## src/rtl/shifter_pkg.sv

```systemverilog
// Shared types and sizing constants for the pipelined right shifter.
package shifter_pkg;

  typedef enum logic [1:0] {
    SRL = 2'd0,
    SRA = 2'd1,
    ROR = 2'd2
  } shift_op_t;

  localparam int unsigned SHIFTER_WIDTH   = 64;
  localparam int unsigned SHIFTER_SHAMT_W = 6;
  localparam int unsigned SHIFTER_RANKS   = 3;

endpackage

```

## src/rtl/stage_lr.sv

```systemverilog
// One fixed-distance right-shift stage of the shifter cascade (combinational).
// Rotate wrap path exists only when LR_SHIFTER_ROTATE_EN is defined;
// otherwise ROR and the reserved op code shift with zero fill.
module stage_lr
  import shifter_pkg::*;
#(
  parameter int unsigned WIDTH = SHIFTER_WIDTH,
  parameter int unsigned SHAMT = 1
) (
  input  logic [WIDTH-1:0] data,
  input  logic             enable,
  input  shift_op_t        op,
  output logic [WIDTH-1:0] shifted
);

  // Shift by SHAMT when enabled; the MSB of the partial result is still the
  // original sign bit, so arithmetic fill cascades correctly across stages.
  always_comb begin
    shifted = data;
    if (enable) begin
      case (op)
        SRA:     shifted = {{SHAMT{data[WIDTH-1]}}, data[WIDTH-1:SHAMT]};
`ifdef LR_SHIFTER_ROTATE_EN
        ROR:     shifted = {data[SHAMT-1:0], data[WIDTH-1:SHAMT]};
`endif
        default: shifted = {{SHAMT{1'b0}}, data[WIDTH-1:SHAMT]};
      endcase
    end
  end

endmodule

```

## src/rtl/lr_shifter_pipe.sv

```systemverilog
// Pipelined logical/arithmetic/rotate right shifter with valid/ready handshake.
// Log-shifter cascade, one register rank after every second stage.
// Optional feature macro: LR_SHIFTER_ROTATE_EN (enables ROR).
module lr_shifter_pipe
  import shifter_pkg::*;
#(
  parameter  int unsigned WIDTH   = SHIFTER_WIDTH,
  localparam int unsigned SHAMT_W = $clog2(WIDTH)
) (
  input  logic               clk,
  input  logic               rst,
  input  logic               in_valid,
  output logic               in_ready,
  input  logic [WIDTH-1:0]   in_data,
  input  logic [SHAMT_W-1:0] in_shamt,
  input  logic [1:0]         in_op,
  output logic               out_valid,
  input  logic               out_ready,
  output logic [WIDTH-1:0]   out_data
);

  localparam int unsigned RANKS = (SHAMT_W + 1) / 2;

  logic                 adv;
  shift_op_t            op_in;

  logic [RANKS-1:0]     rank_valid;
  logic [WIDTH-1:0]     rank_data  [RANKS];
  logic [SHAMT_W-1:0]   rank_shamt [RANKS];
  shift_op_t            rank_op    [RANKS];
  logic [WIDTH-1:0]     rank_next  [RANKS];

  logic [WIDTH-1:0]     stage_in   [SHAMT_W];
  logic [WIDTH-1:0]     stage_out  [SHAMT_W];
  logic [SHAMT_W-1:0]   stage_en;
  shift_op_t            stage_op   [SHAMT_W];

  assign op_in     = shift_op_t'(in_op);
  assign out_valid = rank_valid[RANKS-1];
  assign out_data  = rank_data[RANKS-1];
  assign adv       = out_ready | ~out_valid;
  assign in_ready  = adv;

  // Stage s lives in rank s/2: even stages start from the previous rank's
  // registers (or the input port), odd stages chain off their even partner.
  for (genvar s = 0; s < SHAMT_W; s++) begin : g_stage
    if (s % 2 == 0) begin : g_head
      if (s == 0) begin : g_port
        assign stage_in[s] = in_data;
        assign stage_en[s] = in_shamt[s];
        assign stage_op[s] = op_in;
      end else begin : g_reg
        assign stage_in[s] = rank_data[s/2-1];
        assign stage_en[s] = rank_shamt[s/2-1][s];
        assign stage_op[s] = rank_op[s/2-1];
      end
    end else begin : g_tail
      assign stage_in[s] = stage_out[s-1];
      assign stage_op[s] = stage_op[s-1];
      if (s < 2) begin : g_port
        assign stage_en[s] = in_shamt[s];
      end else begin : g_reg
        assign stage_en[s] = rank_shamt[s/2-1][s];
      end
    end

    stage_lr #(
      .WIDTH (WIDTH),
      .SHAMT (1 << s)
    ) u_stage (
      .data    (stage_in[s]),
      .enable  (stage_en[s]),
      .op      (stage_op[s]),
      .shifted (stage_out[s])
    );
  end

  for (genvar r = 0; r < RANKS; r++) begin : g_next
    assign rank_next[r] = stage_out[(2*r+1 < SHAMT_W) ? 2*r+1 : SHAMT_W-1];
  end

  // Rank registers: all ranks advance together on adv, empty ranks pass bubbles.
  always_ff @(posedge clk) begin
    if (rst) begin
      rank_valid <= '0;
      for (int unsigned r = 0; r < RANKS; r++) begin
        rank_data[r]  <= '0;
        rank_shamt[r] <= '0;
        rank_op[r]    <= SRL;
      end
    end else if (adv) begin
      rank_valid[0] <= in_valid;
      rank_data[0]  <= rank_next[0];
      rank_shamt[0] <= in_shamt;
      rank_op[0]    <= op_in;
      for (int unsigned r = 1; r < RANKS; r++) begin
        rank_valid[r] <= rank_valid[r-1];
        rank_data[r]  <= rank_next[r];
        rank_shamt[r] <= rank_shamt[r-1];
        rank_op[r]    <= rank_op[r-1];
      end
    end
  end

endmodule

```

## config.mk

```make
export PLATFORM = sky130hd
export DESIGN_NAME = lr_shifter_pipe
export DESIGN_NICKNAME = d
export VERILOG_FILES = /design/src/rtl/shifter_pkg.sv /design/src/rtl/stage_lr.sv /design/src/rtl/lr_shifter_pipe.sv
export SDC_FILE = /design/constraint.sdc
export NUM_CORES = 1
export LEC_CHECK = 0
export CAP_MARGIN = 10
export CORE_MARGIN = 1.5
export CORE_UTILIZATION = 55
export CTS_CLUSTER_DIAMETER = 200
export DETAILED_ROUTE_END_ITERATION = 10
export PLACE_DENSITY_LB_ADDON = 0.25
export SKIP_LAST_GASP = 1
export SLEW_MARGIN = 20
export SYNTH_ARGS = -nofsm -noshare
export SYNTH_HDL_FRONTEND = slang
export SYNTH_SLANG_ARGS = --single-unit
```

## constraint.sdc

```tcl
create_clock -name clk -period 6.75 [get_ports clk]
set_input_delay 0.675 -clock clk [delete_from_list [all_inputs] [get_ports clk]]
set_output_delay 0.675 -clock clk [all_outputs]
set_load 0.05 [all_outputs]
```

# Word-level counts from Yosys, hierarchy flattened
# Memory sizes are Yosys's and may differ from the RTL's.
# Cells that the tools add are included.
dict set report classes {
  eq_ne 3
  n_mux 26
  bitwise_logic 11
}
# operator n
set ops {}
lappend ops {{two-way mux 64 bit} 15}
lappend ops {{two-way mux 6 bit} 3}
lappend ops {{bitwise OR 1 bit} 10}
lappend ops {{equality test 2 x 1 -> 1 bit, second input constant} 3}
lappend ops {{two-way mux 2 bit} 3}
lappend ops {{two-way mux 1 bit} 5}
lappend ops {{inverter 1 bit} 1}
dict set report word_totals {
  memories 3
  ramBits 216
  reg_bits 3
  inputBits 76
  output_inout_bits 66
}
# name words width rd rd_clocked_by_memory_dff wr line
set memory_table {}
lappend memory_table {rank_data 3 64 3 0 3 lr_shifter_pipe.sv:28} ;# logic [WIDTH-1:0] rank_data [RANKS];
lappend memory_table {rank_shamt 3 6 2 0 3 lr_shifter_pipe.sv:29} ;# logic [SHAMT_W-1:0] rank_shamt [RANKS];
lappend memory_table {rank_op 3 2 2 0 3 lr_shifter_pipe.sv:30} ;# shift_op_t rank_op [RANKS];

# Depth between registers and ports, before layout
# Gate-level depths: netlist of the first run.
dict set report logic_depth {
  depth_word 6
  ltp_mapped 7
}

# Hierarchy
# A second synthesis of the first run with hierarchy kept.
dict set report unflattened {
  cells_unflattened 1026
  hier_area_um2 15078.2
}
# mod n_inst seq_area_each_um2 cells_each area_per_inst_um2
set modules_own_cells {}
lappend modules_own_cells {lr_shifter_pipe 1 6125.9 527 9218.8}
lappend modules_own_cells {{stage_lr (g_stage[0].u_stage)} 1 0.0 72 1076.0}
lappend modules_own_cells {{stage_lr (g_stage[4].u_stage)} 1 0.0 89 992.2}
lappend modules_own_cells {{stage_lr (g_stage[3].u_stage)} 1 0.0 80 974.7}
lappend modules_own_cells {{stage_lr (g_stage[1].u_stage)} 1 0.0 75 968.4}
lappend modules_own_cells {{stage_lr (g_stage[2].u_stage)} 1 0.0 76 965.9}
lappend modules_own_cells {{stage_lr (g_stage[5].u_stage)} 1 0.0 107 882.1}

# Worst setup path before layout of the first run
# No wires, ideal clock.
dict set report synth_path {
  kind {input -> register}
  start {input port rst}
  end {memory rank_data[0][0] in the netlist's numbering (enable)}
  n_path_buf 0
  path_slack_ps 630
  path_stages 1
  t_required_ps 6151
  arrival_time_ps 5521
  cell_sequence {nand2b_1}
}
# element line
set synth_rtl {}
lappend synth_rtl {{from (decl)} lr_shifter_pipe.sv:11} ;# input logic rst,
lappend synth_rtl {{to (decl)} lr_shifter_pipe.sv:28}

# Worst setup path after layout of the first run
dict set report layout_path {
  start {input port out_ready}
  end {output port in_ready}
}
dict set report layout_between {
  elab_chain_cells 1
}
# element line
set layout_rtl {}
lappend layout_rtl {{from (decl)} lr_shifter_pipe.sv:18} ;# input logic out_ready,
lappend layout_rtl {{bitwise OR 1 bit} lr_shifter_pipe.sv:41} ;# assign adv = out_ready | ~out_valid;
lappend layout_rtl {{to (decl)} lr_shifter_pipe.sv:13} ;# output logic in_ready,
# No other way between the ends.

==> results.md, run 1 <==
* Worst Setup End Kind: primary output
* Pwr/cell area at 246 nW/µm²
* Initial antenna violation count at 0
* H-tree levels at 1
* Synthesized cell area at 11500 µm²
* Commonest non-fill, non-tap cell in the layout: edfxtp_1
* Post-CTS Resized at 0
* DRT iter0 DRCs at 608
* Area grow syn2layout at 18.8%
* Antenna viol nets, final at 0
* Maximum VDD drop at 0.000134 V
* Worst clock skew at 10.7 ps
* Most frequent cells in the layout: edfxtp_1, and2_1, clkdlybuf4s50_1
* Clk buf depth at 3
* Largest net degree at the start of global routing at 140
* Clock network fraction of total power at 35.7%
* Leakage at 4.89 nW
* Final Hold Fails at 0
* RD Place Congestion at 0.871
* CTS Hold Bufs at 0
* Die X at 148 µm
* Cell count after placement at 1091
* Slew HR at 30.7%
* Setup TNS at 0 ps
* Critical path peak fanout at 7
* Slowest CP cell: clkdlybuf4s50_1
* Total I/O pin count at 142
* CTS clk-pin slew, worst paths at 60 ps
* Most frequent CP cell: clkdlybuf4s50_1
* Part of the power in registers at 47.4%
* Vias at 6808
* Final wirelength at 22700 µm
* Global route total overflow at 0
* HP Class: register to register
* Setup crit start kind: primary input
* Mux cell area share after synthesis at 28.5%
* Critical path's largest stage delay at 750 ps
* Post-synthesis adder-cell area fraction at 0%
* Initial Utilization at 56.5%
* Final worst path period share at 45.5%
* Minimum clock period at 3070 ps
* CTS tree: done
* I/O Buffers at 141
* Worst-Margin Slew at 1040 ps
* Number of synthesis warnings at 0
* Diode count at 0
* Placed cell area at 13000 µm²
* Final Util at 67.2%
* Outcome: finished, final reports clean
* Setup CP Type: primary input to primary output
* Area of the multi-input gates at 5040 µm²
* Drt drc at 0
* FF-to-FF path depth at 3
* Inserted Clock Buffers at 21
* Final slew viol count at 0
* Total core area at 20400 µm²
* Hold Path Stages at 2
* Sequential share of the synthesized area at 53.0%
* Die Area at 21900 µm²
* CTS root buffer: clkbuf_16
* Synthesis-stage register bit count at 205
* Total setup buffers inserted after CTS at 0
* Compound-cell area share of the yosys netlist at 4.12%
* Sw Ratio at 24.8%
* Chip Height at 148 µm
* Setup Viol. Count Final at 0
* Hold Slack at 491 ps
* Critical Path AT at 2400 ps
* Syn Area/Cell at 15.6 µm²
* Pint at 2.53 mW
* Final non-filler cell total at 1128
* Mapped Cells at 739
* Data required, critical path at 6070 ps
* Vias per cell at 6.04
* Crit path cell chain: clkdlybuf4s50_1 -> nor2b_2 -> inv_1 -> clkdlybuf4s50_1
* Synth Area in Simple Gates at 10.8%
* Net Sw Power at 836 µW
* Post-synthesis xor/xnor area fraction at 0%
* Largest family of logic cells by synthesized area: multiplexers
* Sequential Area at 6130 µm²
* Initial DRT Pass Iterations at 4
* Final HPWL from detailed placement at 16100 µm
* TritonCTS Sinks at 205
* Number of global-route vias before repair at 6553
* Synthesized Nets at 815
* Gr usage total at 21.5%
* RSZ-0062 raised after global routing: no
* Cell Rows at 52
* Drt wl/cell at 20.1 µm
* Combinational power share at 16.9%
* Yosys cell types at 31
* Fmax at 0.326 GHz
* Layout cells sized above 1 at 23.3%
* Clk_lat worst skew at 490 ps
* Layout fillers at 1408
* First-pass GRT wire length at 36800 µm
* Max Cap Viol at 0
* Final Net Count at 920
* Final instance area at 13700 µm²
[registers in the layout (all words and copies together) (netlist names)]
signal / count
rank_data: 192
rank_op: 4
rank_shamt: 6
rank_valid: 3
[cells by family after synthesis]
logic type	count (synthesis)
and+or+nand+nor	224
DFF	205
AOI/OAI and AO/OA	74
buffers and inverters	71
muxes	165
[worst max-delay path: cells and delay by family]
family	cells	cell delay [ps]
AND/OR/NAND/NOR	1	350
buffers and inverters	3	1370
[final timing paths]
path | start | endpoint | slack [ps]
hold reg to reg | rank_valid[0] | rank_valid[0] | 490
setup reg to reg | rank_shamt[0][11] | rank_data[0][145] | 3960
setup / recovery | out_ready | in_ready | 3680
hold / removal | rank_valid[0] | rank_valid[0] | 490
[stage by stage]
| step | power (mW) | worst slack [ps] |
|---|---|---|
| after floorplan | 2.00 | 630 |
| after global placement | 2.18 | 3510 |
| after detailed placement | 2.19 | 3390 |
| after CTS | 3.39 | 3650 |
| after global routing | 3.49 | 3610 |
| final | 3.37 | 3680 |
[layout make-up]
class | count | share of cell area [%]
sequential | 205 | 44.7
multi-input combinational | 463 | 36.7
clock buffer | 21 | 3.83
inverter | 5 | 0.137
clock inverter | 16 | 1.51
timing repair buffer | 148 | 10.7
tap | 270 | 2.46
[Yosys cell counts]
library cell / count / area share [%]
a311oi_1: 3 / 0.23
a31oi_1: 1 / 0.054
mux2i_1: 15 / 1.3
a32oi_1: 1 / 0.076
o211ai_1: 1 / 0.065
and2b_1: 1 / 0.065
buf_2: 23 / 1.0
or2_2: 1 / 0.054
mux4_2: 129 / 25
buf_4: 5 / 0.33
buf_6: 13 / 1.3
nand2b_1: 2 / 0.11
nand3_1: 2 / 0.087
a221oi_1: 15 / 1.1
nand2_1: 57 / 1.9
nor2b_2: 1 / 0.076
mux2_2: 21 / 2.0
edfxtp_1: 202 / 53
nor2_1: 7 / 0.23
o21ai_0: 3 / 0.13
dfxtp_1: 3 / 0.52
and2_1: 141 / 7.6
a211oi_1: 8 / 0.52
inv_1: 5 / 0.16
a21oi_1: 38 / 1.6
clkbuf_1: 22 / 0.72
o21a_1: 4 / 0.26
nor2b_1: 7 / 0.38
buf_1: 3 / 0.098
nor3_1: 2 / 0.087
nand3b_1: 3 / 0.20
[routing by layer]
metal,wire (µm),GRT usage [%],vias to the layer above
met2,10600,32.6,271
met1,10200,33.1,3356
met5,0,0,-
li1,-,-,3149
met4,573,6.39,0
met3,1390,2.65,32
[power by group through the flow]
stage / sequential, mW / clock (mW) / combinational [mW]
global placement: 1.62 / 0 / 0.560
global route: 1.61 / 1.27 / 0.609
CTS: 1.60 / 1.22 / 0.572
finish: 1.60 / 1.20 / 0.570
floorplan: 1.68 / 0 / 0.321
detailed placement: 1.62 / 0 / 0.569
No activity file was read; power rests on OpenSTA's default activity.
==> run 2, diff against run 1 <==
- clock period: 6.75 -> 2.84 ns (I/O delays scaled with it)
==> run 2 against run 1 <==
Compared with the run above:
- critical path depth fell by 1
- die area is the same
- via count rose by 0.65%
- core utilization up 0.17 points
- clock skew increased by 0.67 ps
- count of clock-buffer cells in the layout increased by 7
- largest cell class unchanged
- highest routed layer unchanged
==> results.md, run 2 (same netlist as run 1, synthesis figures left out) <==
* RSZ-0062 raised after global routing: no
* Worst-Margin Slew at 836 ps
* Slowest CP cell: clkdlybuf4s50_1
* Final worst path period share at 84.5%
* Worst clock skew at 11.4 ps
* Initial antenna violation count at 0
* Number of global-route vias before repair at 6539
* PnR worst setup slack at 440 ps
* Chip Height at 148 µm
* Die X at 148 µm
* Total setup buffers inserted after CTS at 0
* RD Place Congestion at 0.874
* TritonCTS Sinks at 205
* CTS tree: done
* Vias at 6852
* CTS clk-pin slew, worst paths at 60 ps
* Maximum VDD drop at 0.000269 V
* Clk buf depth at 3
* Total core area at 20400 µm²
* Initial DRT Pass Iterations at 5
* Total I/O pin count at 142
* Post-CTS Resized at 0
* Max Cap Viol at 0
* Hold Path Stages at 3
* H-tree levels at 1
* Critical path's largest stage delay at 730 ps
* CTS root buffer: clkbuf_16
* Outcome: finished, final reports clean
* Inserted Clock Buffers at 21
* Max reg flops at 192
* HP Class: primary input to register
* Cell Rows at 52
* Final slew viol count at 0
* Setup TNS at 0 ps
* I/O Buffers at 141
* Drt wl/cell at 19.9 µm
* CTS Hold Bufs at 0
* Setup CP Type: register to primary output
* Vias per cell at 6.04
* Commonest non-fill, non-tap cell in the layout: edfxtp_1
* Global route total overflow at 0
* Setup Viol. Count Final at 0
* Gr usage total at 21.0%
* Final HPWL from detailed placement at 16600 µm
* Die Area at 21900 µm²
* Clk_lat worst skew at 490 ps
* Final Hold Fails at 0
* Leakage at 4.91 nW
* Crit path cell chain: nor2b_2 -> inv_1 -> clkdlybuf4s50_1
* Final wirelength at 22600 µm
* Antenna viol nets, final at 0
* Data required, critical path at 2560 ps
* Largest net degree at the start of global routing at 120
* Setup crit start kind: register
* Pwr/cell area at 562 nW/µm²
* Layout cells sized above 1 at 23.4%
* Critical Path AT at 2120 ps
* Area grow syn2layout at 19.1%
* Fmax at 0.417 GHz
* Diode count at 0
* Critical path peak fanout at 7
* Initial Utilization at 56.5%
* FF-to-FF path depth at 3
* Worst Setup End Kind: primary output
* Slew HR at 44.1%
* Most frequent cells in the layout: edfxtp_1, and2_1, clkdlybuf4s50_1
* Pre-CTS setup slack at 410 ps
* Top Registers: rank_data x192, rank_shamt x6, rank_op x4
* Minimum clock period at 2400 ps
* Most flops, register: rank_data
* Drt drc at 0
* Final Net Count at 926
* First-pass GRT wire length at 35900 µm
* DRT iter0 DRCs at 549
==> run 2: changes by cell type in the layout (fill, tap and decap cells not counted), sizes merged <==
cell	before	now
clkbuf	21	28
clkinv	8	7
inv	6	5
clkinvlp	3	1
bufinv	4	1
buf	9	15
==> run 2: area by class of cell <==
cell class / count / area (µm²)
clock inverter: 9 / 75.1
sequential: 205 / 6130
multi-input combinational: 463 / 5030
clock buffer: 28 / 572
fill: 1386 / 6680
tap: 270 / 338
timing repair buffer: 154 / 1590
inverter: 5 / 18.8
==> run 2: metal layers <==
layer  track usage (%)  part of all wire [%]  vias up
met5                 0                     0        -
met4              5.30                   1.9        0
met3              2.38                   5.8       33
met2              33.7                    48      291
met1              31.2                    45     3366
li1                  -                     -     3162
==> run 2: worst paths after layout <==
| kind | startpoint | to | slack (ps) |
|---|---|---|---|
| worst min register to register | rank_valid[1] | rank_valid[2] | 470 |
| worst max register to register | rank_shamt[0][10] | rank_data[0][177] | 530 |
| worst min-delay path | in_valid | rank_valid[0] | 400 |
| worst max-delay path | rank_valid[2] | in_ready | 440 |
==> run 2: stage by stage <==
stage	hold WS, ps	cells	power [mW]	area [µm²]	utilization (%)
after floorplan	353	739	4.76	11600	-
after global placement	441	1097	5.19	13100	64.1
after detailed placement	465	1097	5.23	13100	64.2
after CTS	375	1134	7.78	13800	67.3
after global routing	384	1134	8.01	13800	67.3
final	395	1134	7.73	13800	67.3
==> run 2: critical path, delay by kind of cell, from the launching register on <==
| family | cells | cell delay [ps] |
|---|---|---|
| and+or+nand+nor | 1 | 380 |
| buffers and inverters | 2 | 910 |
| DFF | 1 | 340 |
==> run 2: report_power, final <==
| group | internal (mW) | switching, mW | leakage (nW) |
|---|---|---|---|
| Clock | 1.51 | 1.07 | 0.319 |
| Combinational | 0.704 | 0.661 | 2.18 |
| Sequential | 3.60 | 0.199 | 2.41 |
| Total | 5.81 | 1.93 | 4.91 |
==> run 3, diff against run 2 <==
- CORE_UTILIZATION: 55 -> 51
- clock period: 2.84 -> 2.2 ns (I/O delays scaled with it)
==> run 3 against run 2 <==
Compared with the run above:
- critical path depth fell by 2
- flip-flop and latch count did not move
- largest power group unchanged
- cell count rose by 1.4%
- first-iteration DRC count fell by 2.2%
- combinational power rose by 32%
- die area rose by 7.7%
- design area rose by 0.54%
- critical endpoint is now out_data[6]
- clock power rose by 25%
==> results.md, run 3 (same netlist as run 1, synthesis figures left out) <==
* Outcome: finished, final reports clean
* Largest net degree at the start of global routing at 79
* Worst clock skew at 11.7 ps
* Pre-CTS setup slack at 179 ps
* H-tree levels at 1
* Fmax at 0.538 GHz
* HP Class: primary input to register
* CP bufs+invs at 1
* Critical path's largest stage delay at 800 ps
* CTS root buffer: clkbuf_16
* Hold Path Sink: rank_valid[0]
* R2R Setup Slk at 390 ps
* First-pass GRT wire length at 37200 µm
* Slew HR at 47.9%
* Inserted Clock Buffers at 21
* Die Area at 23600 µm²
* Reg2reg end: rank_data[0][113]
* Most flops, register: rank_data
* Post-CTS Resized at 0
* Total I/O pin count at 142
* RD Place Congestion at 0.848
* Total setup buffers inserted after CTS at 0
* Diode count at 0
* Max Cap Viol at 0
* Commonest non-fill, non-tap cell in the layout: edfxtp_1
* FF-to-FF path depth at 3
* Final instance area at 13800 µm²
* Leakage at 4.95 nW
* Layout cells sized above 1 at 24.0%
* Hold Path Stages at 3
* Data required, critical path at 1980 ps
* Most frequent cells in the layout: edfxtp_1, and2_1, clkdlybuf4s50_1
* Pwr/cell area at 716 nW/µm²
* CP top delay family: buffers and inverters
* Drt drc at 0
* Maximum VDD drop at 0.000401 V
* Final Hold Fails at 0
* Final worst path period share at 84.4%
* Setup Viol. Count Final at 0
* Number of global-route vias before repair at 6583
* Die X at 153 µm
* Slowest CP cell: clkdlybuf4s50_1
* Global route total overflow at 0
* Chip Height at 153 µm
* Setup TNS at 0 ps
* CTS tree: done
* Hold Startpoint: in_valid
* Final Net Count at 934
* Clk_lat worst skew at 490 ps
* Worst-Margin Slew at 779 ps
* Vias per cell at 5.97
* Initial Utilization at 52.4%
* Drt wl/cell at 20.1 µm
* Antenna viol nets, final at 0
* Total core area at 22000 µm²
* Cell Rows at 54
* Total Power at 9.90 mW
* CTS Hold Bufs at 0
* DRT iter0 DRCs at 537
* TritonCTS Sinks at 205
* PnR worst setup slack at 342 ps
* Area grow syn2layout at 19.7%
* Initial antenna violation count at 0
* Final HPWL from detailed placement at 17000 µm
* Crit path cell chain: clkdlybuf4s50_1
* Minimum clock period at 1860 ps
* Final slew viol count at 0
* Vias at 6871
* Max reg flops at 192
* Clk buf depth at 3
* RSZ-0062 raised after global routing: no
* Initial DRT Pass Iterations at 4
* Critical Path AT at 1640 ps
* I/O Buffers at 141
* CTS clk-pin slew, worst paths at 60 ps
* Final wirelength at 23200 µm
* Gr usage total at 19.9%
* Setup crit start kind: register
* Top Registers: rank_data x192, rank_shamt x6, rank_op x4
* Setup CP Type: register to primary output
* Critical path peak fanout at 1
* Worst Setup End Kind: primary output
* R2R Path Start: rank_shamt[0][2]
* Placed cell area at 13200 µm²
run 3: layout make-up:
type,instances,area [µm²]
tap,280,350
timing repair buffer,162,1670
multi-input combinational,463,5040
sequential,205,6130
clock inverter,12,83.8
fill,1616,8200
clock buffer,23,533
inverter,5,18.8
run 3: power by group:
part	switching [mW]	leakage, nW	internal [mW]
combinational	0.863	2.23	0.925
sequential	0.253	2.42	4.65
clock	1.36	0.299	1.85
run 3: worst min-delay path, cell delays in order:
cell	delay, ps
clkdlybuf4s50_1	390
nand2_1	60
a21oi_1	50
run 3: per-layer routing:
metal / vias to the layer above / wire length (µm) / global-route usage [%]
met4: 0 / 619 / 5.78
li1: 3173 / - / -
met1: 3379 / 10400 / 30.0
met5: - / 0 / 0
met2: 277 / 10700 / 30.7
met3: 42 / 1440 / 2.61
run 3: how the worst max path moves through the flow:
stage | start | endpoint | slack (ps) | cells past startpoint
6_report | rank_data[0][134] | out_data[6] | 340 | 1
5_1_grt | rank_shamt[0][10] | rank_data[0][181] | 270 | 4
4_1_cts | rank_op[0][2] | rank_data[0][152] | 180 | 3
3_5_place_dp | rank_op[0][2] | rank_data[0][152] | 180 | 3
3_3_place_gp | rank_op[0][2] | rank_data[0][158] | 300 | 3
2_1_floorplan | rank_valid[2] | rank_data[0][0] | -170 | 2
run 3: per-stage QoR:
| step | cells | hold slack (ps) | util (%) |
|---|---|---|---|
| final | 1150 | 289 | 62.8 |
| after global placement | 1115 | 440 | 59.9 |
| after floorplan | 739 | 283 | - |
| after detailed placement | 1115 | 443 | 59.9 |
| after CTS | 1150 | 272 | 62.7 |
| after global routing | 1150 | 283 | 62.8 |
